[src/rtl/account_mem_arbiter.sv]
// account_mem_arbiter
//   Serialises three requesters (lock, balance update, balance read) onto a
//   single-port account memory. Each memory word is {locked, balance}.
//   Only one operation is in flight at a time. An operation reads the word,
//   computes the result, optionally writes it back, and then pulses its done.
//
// Ports
//   clk, rst                       clock, async active-high reset
//   lock_req/lock_id/lock_done     set the lock bit of an account
//   upd_req/upd_id/upd_amt/upd_wd  deposit (wd=0) or withdraw (wd=1)
//   upd_done/upd_ok                completion, ok=1 when written
//   rd_req/rd_id/rd_done           balance query
//   rd_bal/rd_locked               query result, held until the next rd_done
//   mem_en/mem_we/mem_addr         single-port memory control
//   mem_wdata/mem_rdata            memory data (rdata one cycle after read)
//
// State | meaning
//   IDLE  | sample requests, grant one
//   RD    | memory read of the latched account
//   CALC  | capture read word, compute result / reject
//   WR    | write back the new word
//   DONE  | one-cycle done pulse for the serviced requester

module account_mem_arbiter #(
    parameter int ACC_W = 4,
    parameter int BAL_W = 16
) (
    input  logic             clk,
    input  logic             rst,
    input  logic             lock_req,
    input  logic [ACC_W-1:0] lock_id,
    output logic             lock_done,
    input  logic             upd_req,
    input  logic [ACC_W-1:0] upd_id,
    input  logic [BAL_W-1:0] upd_amt,
    input  logic             upd_wd,
    output logic             upd_done,
    output logic             upd_ok,
    input  logic             rd_req,
    input  logic [ACC_W-1:0] rd_id,
    output logic             rd_done,
    output logic [BAL_W-1:0] rd_bal,
    output logic             rd_locked,
    output logic             mem_en,
    output logic             mem_we,
    output logic [ACC_W-1:0] mem_addr,
    output logic [BAL_W:0]   mem_wdata,
    input  logic [BAL_W:0]   mem_rdata
);

    typedef enum logic [2:0] {
        S_IDLE = 3'd0,
        S_RD   = 3'd1,
        S_CALC = 3'd2,
        S_WR   = 3'd3,
        S_DONE = 3'd4
    } state_t;

    typedef enum logic [1:0] {
        OP_LOCK = 2'd0,
        OP_UPD  = 2'd1,
        OP_RD   = 2'd2
    } op_t;

    state_t           state_q, state_d;
    op_t              op_q, op_d;
    logic [ACC_W-1:0] id_q, id_d;
    logic [BAL_W-1:0] amt_q, amt_d;
    logic             wd_q, wd_d;
    // 0 = update wins a tie with read, 1 = read wins
    logic             rr_q, rr_d;
    logic [BAL_W:0]   wdata_q, wdata_d;
    logic             ok_q, ok_d;
    logic [BAL_W-1:0] rd_bal_q, rd_bal_d;
    logic             rd_locked_q, rd_locked_d;

    logic             old_locked;
    logic [BAL_W-1:0] old_bal;
    logic [BAL_W:0]   sum;
    logic [BAL_W-1:0] diff;
    logic             upd_reject;
    logic [BAL_W-1:0] upd_result;

    assign old_locked = mem_rdata[BAL_W];
    assign old_bal    = mem_rdata[BAL_W-1:0];
    // one extra bit so a deposit overflow shows up as sum[BAL_W]
    assign sum        = {1'b0, old_bal} + {1'b0, amt_q};
    assign diff       = old_bal - amt_q;
    assign upd_reject = old_locked | (wd_q ? (amt_q > old_bal) : sum[BAL_W]);
    assign upd_result = wd_q ? diff : sum[BAL_W-1:0];

    always_ff @(posedge clk or posedge rst) begin
        if (rst) begin
            state_q     <= S_IDLE;
            op_q        <= OP_LOCK;
            id_q        <= '0;
            amt_q       <= '0;
            wd_q        <= 1'b0;
            rr_q        <= 1'b0;
            wdata_q     <= '0;
            ok_q        <= 1'b0;
            rd_bal_q    <= '0;
            rd_locked_q <= 1'b0;
        end else begin
            state_q     <= state_d;
            op_q        <= op_d;
            id_q        <= id_d;
            amt_q       <= amt_d;
            wd_q        <= wd_d;
            rr_q        <= rr_d;
            wdata_q     <= wdata_d;
            ok_q        <= ok_d;
            rd_bal_q    <= rd_bal_d;
            rd_locked_q <= rd_locked_d;
        end
    end

    always_comb begin
        state_d     = state_q;
        op_d        = op_q;
        id_d        = id_q;
        amt_d       = amt_q;
        wd_d        = wd_q;
        rr_d        = rr_q;
        wdata_d     = wdata_q;
        ok_d        = ok_q;
        rd_bal_d    = rd_bal_q;
        rd_locked_d = rd_locked_q;
        case (state_q)
            S_IDLE: begin
                if (lock_req) begin
                    op_d    = OP_LOCK;
                    id_d    = lock_id;
                    state_d = S_RD;
                end else if (upd_req && (!rd_req || !rr_q)) begin
                    op_d    = OP_UPD;
                    id_d    = upd_id;
                    amt_d   = upd_amt;
                    wd_d    = upd_wd;
                    rr_d    = ~rr_q;
                    state_d = S_RD;
                end else if (rd_req) begin
                    op_d    = OP_RD;
                    id_d    = rd_id;
                    rr_d    = ~rr_q;
                    state_d = S_RD;
                end
            end
            S_RD: state_d = S_CALC;
            S_CALC: begin
                case (op_q)
                    OP_LOCK: begin
                        // lock is rewritten even if already set
                        wdata_d = {1'b1, old_bal};
                        state_d = S_WR;
                    end
                    OP_UPD: begin
                        wdata_d = {old_locked, upd_result};
                        ok_d    = ~upd_reject;
                        state_d = upd_reject ? S_DONE : S_WR;
                    end
                    default: begin
                        rd_bal_d    = old_bal;
                        rd_locked_d = old_locked;
                        state_d     = S_DONE;
                    end
                endcase
            end
            S_WR:    state_d = S_DONE;
            S_DONE:  state_d = S_IDLE;
            default: state_d = S_IDLE;
        endcase
    end

    always_comb begin
        mem_en    = (state_q == S_RD) || (state_q == S_WR);
        mem_we    = (state_q == S_WR);
        mem_addr  = mem_en ? id_q : '0;
        mem_wdata = mem_we ? wdata_q : '0;
        lock_done = (state_q == S_DONE) && (op_q == OP_LOCK);
        upd_done  = (state_q == S_DONE) && (op_q == OP_UPD);
        upd_ok    = upd_done && ok_q;
        rd_done   = (state_q == S_DONE) && (op_q == OP_RD);
        rd_bal    = rd_bal_q;
        rd_locked = rd_locked_q;
    end

endmodule

[config.mk]
export PLATFORM = sky130hd
export DESIGN_NAME = account_mem_arbiter
export DESIGN_NICKNAME = d
export VERILOG_FILES = /design/src/rtl/account_mem_arbiter.sv
export SDC_FILE = /design/constraint.sdc
export NUM_CORES = 1
export LEC_CHECK = 0
export BUFFER_PORTS_ARGS = -buffer_cell sky130_fd_sc_hd__buf_2
export CORE_MARGIN = 2
export CORE_UTILIZATION = 56
export DETAILED_ROUTE_END_ITERATION = 8
export MAX_ROUTING_LAYER = met4
export PLACE_DENSITY = 0.82
export SLEW_MARGIN = 20
export SYNTH_ARGS = -nofsm -noshare
export SYNTH_HDL_FRONTEND = slang
export SYNTH_SLANG_ARGS = --single-unit
[constraint.sdc]
create_clock -name clk -period 3.1 [get_ports clk]
set_clock_uncertainty 0.2 [all_clocks]
set_input_delay 0.31 -clock clk [delete_from_list [all_inputs] [get_ports clk]]
set_output_delay 0.31 -clock clk [all_outputs]
set_load 0.03 [all_outputs]
-- After elaboration in Yosys (flattened, before gate mapping)
Index checks and enable logic that the tools add are counted.
- RAM bits: 0
- bits in read-only memories: 0
- bits in latches: 0
- register bits after elaboration: 62
- memories kept: 0
- input bits: 51
- output and inout bits: 44
- div/mod/pow operators: 0
- eq/ne operators: 7
- reduce and logical (&&, ||, !) cells: 21
- $mul: 0
- order comparisons: 1
- $add $sub $neg: 2
- bitwise operators: 5
- mux-type cells: 19
- shifts and indexed selects: 0
- operators with widths (cell ; number):
    $pmux 17 s2 ; 1
    $add 16x16->17 ; 1
    $mux 17 ; 1
    $gt 16x16->1 ; 1
    $mux 16 ; 1
    $mux 4 ; 4
    $sub 16x16->16 ; 1
    $mux 3 ; 4
    $pmux 3 s4 ; 1
    $reduce_and 2->1 ; 4
    $eq 3x2->1 const B ; 2
    $mux 2 ; 3
    $pmux 3 s2 ; 1
    $reduce_and 3->1 ; 2
    $logic_and 1x1->1 ; 5
    $ne 4x4->1 const B ; 1
    $not 1->1 ; 4
    $reduce_bool 2->1 ; 2
    $eq 3x1->1 const B ; 1
    $eq 3x3->1 const B ; 1
    $logic_not 3->1 ; 1
    $mux 1 ; 3
    $reduce_bool 3->1 ; 1
    $eq 2x1->1 const B ; 1
    other kinds (6) ; 8

-- Longest topological paths before layout
- depth after elaboration: 6
- gate-level depth with buffers: 10

-- Worst setup path before layout
Ideal clock, no wire load.
- kind: reg2reg
- start: register amt_q[0]
- end: register state_q[2]
- setup slack: 535 ps
- cell stages (with the launch flop): 10
- arrival: 2239 ps
- data required time: 2774 ps
- path through: dfrtp_1 -> ha_1 -> fa_1 -> nor2b_1 -> o311ai_2 -> nor3_1 -> o21ai_1 -> a21oi_1 -> o31a_1 -> o311a_1
- word-level cells in the longest chain between the ends: 6
- elaborated cells on any way between the ends: 7
- classes of those cells: add/sub (1); order compare (1); mux (4); bitwise (1)
- ends and longest elaborated chain (item ; line ; source):
    start, declared ; 68 ; logic [BAL_W-1:0] amt_q, amt_d;
    start signal, assigned ; 108 ; amt_q <= amt_d;
    $add 16x16->17 or $gt 16x16->1 (tied branches) ; 87, 89 ;
    $mux 1 * ; 89 ; assign upd_reject = old_locked | (wd_q ? (amt_q > old_bal) : sum[BAL_W]);
    $or 1x1->1 * ; 89 ;
    $mux 3 * ; 160 ; state_d = upd_reject ? S_DONE : S_WR;
    $pmux 3 s2 * ; 151 ; case (op_q)
    $pmux 3 s4 * ; 129 ; case (state_q)
    end signal, assigned ; 105 ; state_q <= state_d;
    end, declared ; 65 ; state_t state_q, state_d;
Every way passes the cells marked *; elsewhere a longest branch is shown, timed or not.
A chain may end at the register's enable or synchronous reset.

-- Worst setup path after layout
- start: register amt_q[0]
- end: register wdata_q[10]
- word-level cells in the longest chain between the ends: 3
- elaborated cells on any way between the ends: 4
- classes of those cells: add/sub (2); mux (2)
- ends and longest elaborated chain (item ; line ; source):
    $add 16x16->17 or $sub 16x16->16 (tied branches) ; 87, 88 ;
    $mux 16 * ; 90 ; assign upd_result = wd_q ? diff : sum[BAL_W-1:0];
    $pmux 17 s2 * ; 151 ;
    end signal, assigned ; 111 ; wdata_q <= wdata_d;
    end, declared ; 72 ; logic [BAL_W:0] wdata_q, wdata_d;
Marks and branches as above.

==> impl_metrics.toml <==
[timing]
worst_pin_slew_ns = 0.783
slew_headroom_pct = 47.8
setup_viol = 0
fin_crit_sh_pct = 91.2
fmax_mhz = 354
min_period_ns = 2.83
setup_slack_ns = 0.272
rsz0062_at_grt = "false"
whs_ns = -0.0370
slew_viol_final = 0
finalHoldViolCount = 20
setup_tns_ns = 0

[route]
ant_nets = 0
wl_um = 11500
dr_total_vias = 4077
drcViolationCount = 0
wire_per_inst_um = 16.8
via_per_inst = 5.98
first_iter_violations = 173
dr.pass1.iters = 5

[worst_setup_path]
cp_top_family = "compound AO/OA/AOI/OAI gates"
crit_type = "reg -> reg"
worst-r2r-cell-count = 9
slowest_delay_ns = 0.50
worst-path-buf-inv = 0
worst_setup_path_end_kind = "flip-flop"
path_cells = "ha_1 -> fa_1 -> nor2b_1 -> o311ai_2 -> a21oi_1 -> a2111oi_0 -> a21oi_1 -> xnor2_1 -> o21ai_1"
arrival_ns = 2.85
cpMaxStageDelayCell = "a2111oi_0"
r2r-start = "amt_q[0]"
r2r_slack_ns = 0.27
crit_path_frequent_cell = "a21oi_1"
worstReg2RegEnd = "wdata_q[10]"
worstPathRequired_ns = 3.12
cp_max_fo = 3
start_kind = "flip-flop"

[run_status]
outcome = "finished with violations"
violations = "negative hold slack"

[synth]
synth.most_common_cell = "dfrtp_1"
synth-seq-area-share_pct = 34.9
ys_ff_latch = 62
synthesis.area_sq_mm = 0.00444
ys.flop_type = "dfrtp_1"
synth.distinct_cells = 64
synth_top_area_share_pct = 34.9
syn_inst = 476
synth_area_leaders = "dfrtp_1, ha_1, mux2_2"
syn-mean-instance-area_sq_um = 9.33
synth_common_cells = "dfrtp_1, a21oi_1, mux2_2, ha_1, inv_1"
syn_nets = 561
synth_top_area_cell = "dfrtp_1"
async_flop_share_pct = 100
yosys_warnings = 0
synth_edf_count = 0

[floorplan]
ios = 95
initial_core_util_pct = 57.8
row_count = 32
die_area_sq_mm = 0.00866
core_sq_mm = 0.00769
dieHeight_um = 93.0
fp.dieW_um = 93.0

[placement]
portBuffers = 94
pre_cts_ws_ns = 0.262
place_area_sq_mm = 0.00501
place.gp.congestion = 0.924
dpl.hpwl_um = 8530

[clocking]
cts_num_sinks = 62
numCtsBuffers = 9
htree_num_levels = 3
cts_setup_buffers = 0
cts_tree = "done"
ctsLongestPathBuffers = 2
worst_skew_pair.late_latency_ns = 0.34
clk_pin_slew_ns = 0.07
cts_root_buf = "clkbuf_8"

[global_routing]
grt.overflow.total = 0
grt_util_all_layers_pct = 28.1
grt_pass1_wl_um = 19000
grt_pass1_vias = 3913
antenna_found_initial = 0
grt_start_max_net_pins = 63

[cells_and_area]
drive_gt1_share_pct = 29.3
areaGrowthSynthToFinish_pct = 19.2
fin_area_sq_mm = 0.00530
nets = 661
diodes = 0
utilization_pct = 68.9

[pwr]
total_power_mw = 5.66
ir_worst_vdd_mv = 0.542
leakagePower_nw = 2.57
p_per_area_mw_per_mm2 = 1070

[worst_hold_path]
hold_path_class = "in -> async"

[flow_run]
cap_violations = 0
==> through the flow <==
| step | hold WS [ns] | instances |
|---|---|---|
| 6_report | -0.0370 | 682 |
| 3_3_place_gp | 0.256 | 657 |
| 2_1_floorplan | 0.208 | 476 |
| 4_1_cts | 0.000713 | 682 |
| 5_1_grt | 0.00798 | 682 |
| 3_5_place_dp | 0.265 | 657 |
==> layout make-up <==
cell class	count	area, sq um
fillers	661	2390
repair buffers	116	661
clock buffers	11	141
clock inverters	4	47.5
inverters	33	124
flip-flops and latches	62	1550
well taps	102	128
multi-input cells	354	2640
==> state kept, by name, summed over array words and instances, names as in the netlist <==
register	cells
state_q	3
rr_q	1
id_q	4
amt_q	16
ok_q	1
op_q	2
rd_locked	1
rd_bal	16
wdata_q	17
wd_q	1
==> timing repair <==
action	CTS	global route
hold buffers	10	0
resized for setup	0	0
endpoints found under the hold margin	10	0
==> metal layers <==
metal  vias to the layer above  share of wire [%]  global-route usage, %
li1                       1914                  -                      -
met1                      1973                 45                   39.3
met2                       170                 46                   43.3
met3                        20                7.6                   3.46
met4                         0                1.5                   8.33
met5                         -                  0                      -
==> logic make-up (layout without fill, tap and decap cells) <==
group / after synthesis / after routing / share of synthesized area (%)
adder cells (fa/ha/maj): 34 / 34 / 9.92
AND/OR/NAND/NOR: 132 / 132 / 16.6
multiplexers: 41 / 41 / 10.2
buffers and inverters: 60 / 164 / 5.55
AO/OA/AOI/OAI: 134 / 134 / 20.2
XOR/XNOR: 13 / 13 / 2.56
flip-flops: 62 / 62 / 34.9
==> worst max-delay path by stage <==
stage                  from          end  slack, ns  cells after the start
6_report           amt_q[0]  wdata_q[10]       0.27                      9
5_1_grt            amt_q[0]  wdata_q[10]       0.06                      9
4_1_cts            amt_q[0]   state_q[2]       0.30                      9
3_5_place_dp   mem_rdata[0]   state_q[2]       0.26                     10
3_3_place_gp   mem_rdata[0]   state_q[2]       0.33                     10
2_1_floorplan      amt_q[0]   state_q[2]       0.54                      9
==> report_power, final <==
part           switching, mW  total, mW  internal, mW
sequential             0.297       1.51          1.22
clock                  0.324      0.710         0.386
combinational           2.07       3.44          1.37
==> cells in the final DEF, fill, tap and decap left out, drive strengths merged, types with 3 or more instances in the layout <==
| cell | Yosys | routed |
|---|---|---|
| nor2 | 19 | 19 |
| nor2b | 8 | 8 |
| a31oi | 4 | 4 |
| nor4 | 6 | 6 |
| nand2 | 28 | 28 |
| o31a | 3 | 3 |
| a21oi | 36 | 36 |
| nand2b | 9 | 9 |
| inv | 33 | 33 |
| o31ai | 9 | 9 |
| buf | 10 | 106 |
| mux2i | 6 | 6 |
| nor3 | 8 | 8 |
| o211ai | 7 | 7 |
| o21bai | 3 | 3 |
| xnor2 | 11 | 11 |
| and2 | 7 | 7 |
| a21o | 5 | 5 |
| nand3 | 8 | 8 |
| and3 | 19 | 19 |
| dlygate4sd3 | 0 | 10 |
| o21a | 5 | 5 |
| nor3b | 9 | 9 |
| a211oi | 3 | 3 |
| ha | 32 | 32 |
| clkbuf | 17 | 11 |
| o22ai | 4 | 4 |
| dfrtp | 62 | 62 |
| o21ai | 37 | 37 |
| mux2 | 35 | 35 |
| or3 | 6 | 6 |
==> worst reg2reg max path: cells and delay by family (launching register included) <==
family	cells	cell delay (ns)
AOI/OAI and AO/OA	5	1.17
and+or+nand+nor	1	0.17
xor gates and xnor gates	1	0.16
adders and majority gates	2	0.60
DFF	1	0.41
(Power assumes the default switching activity.)
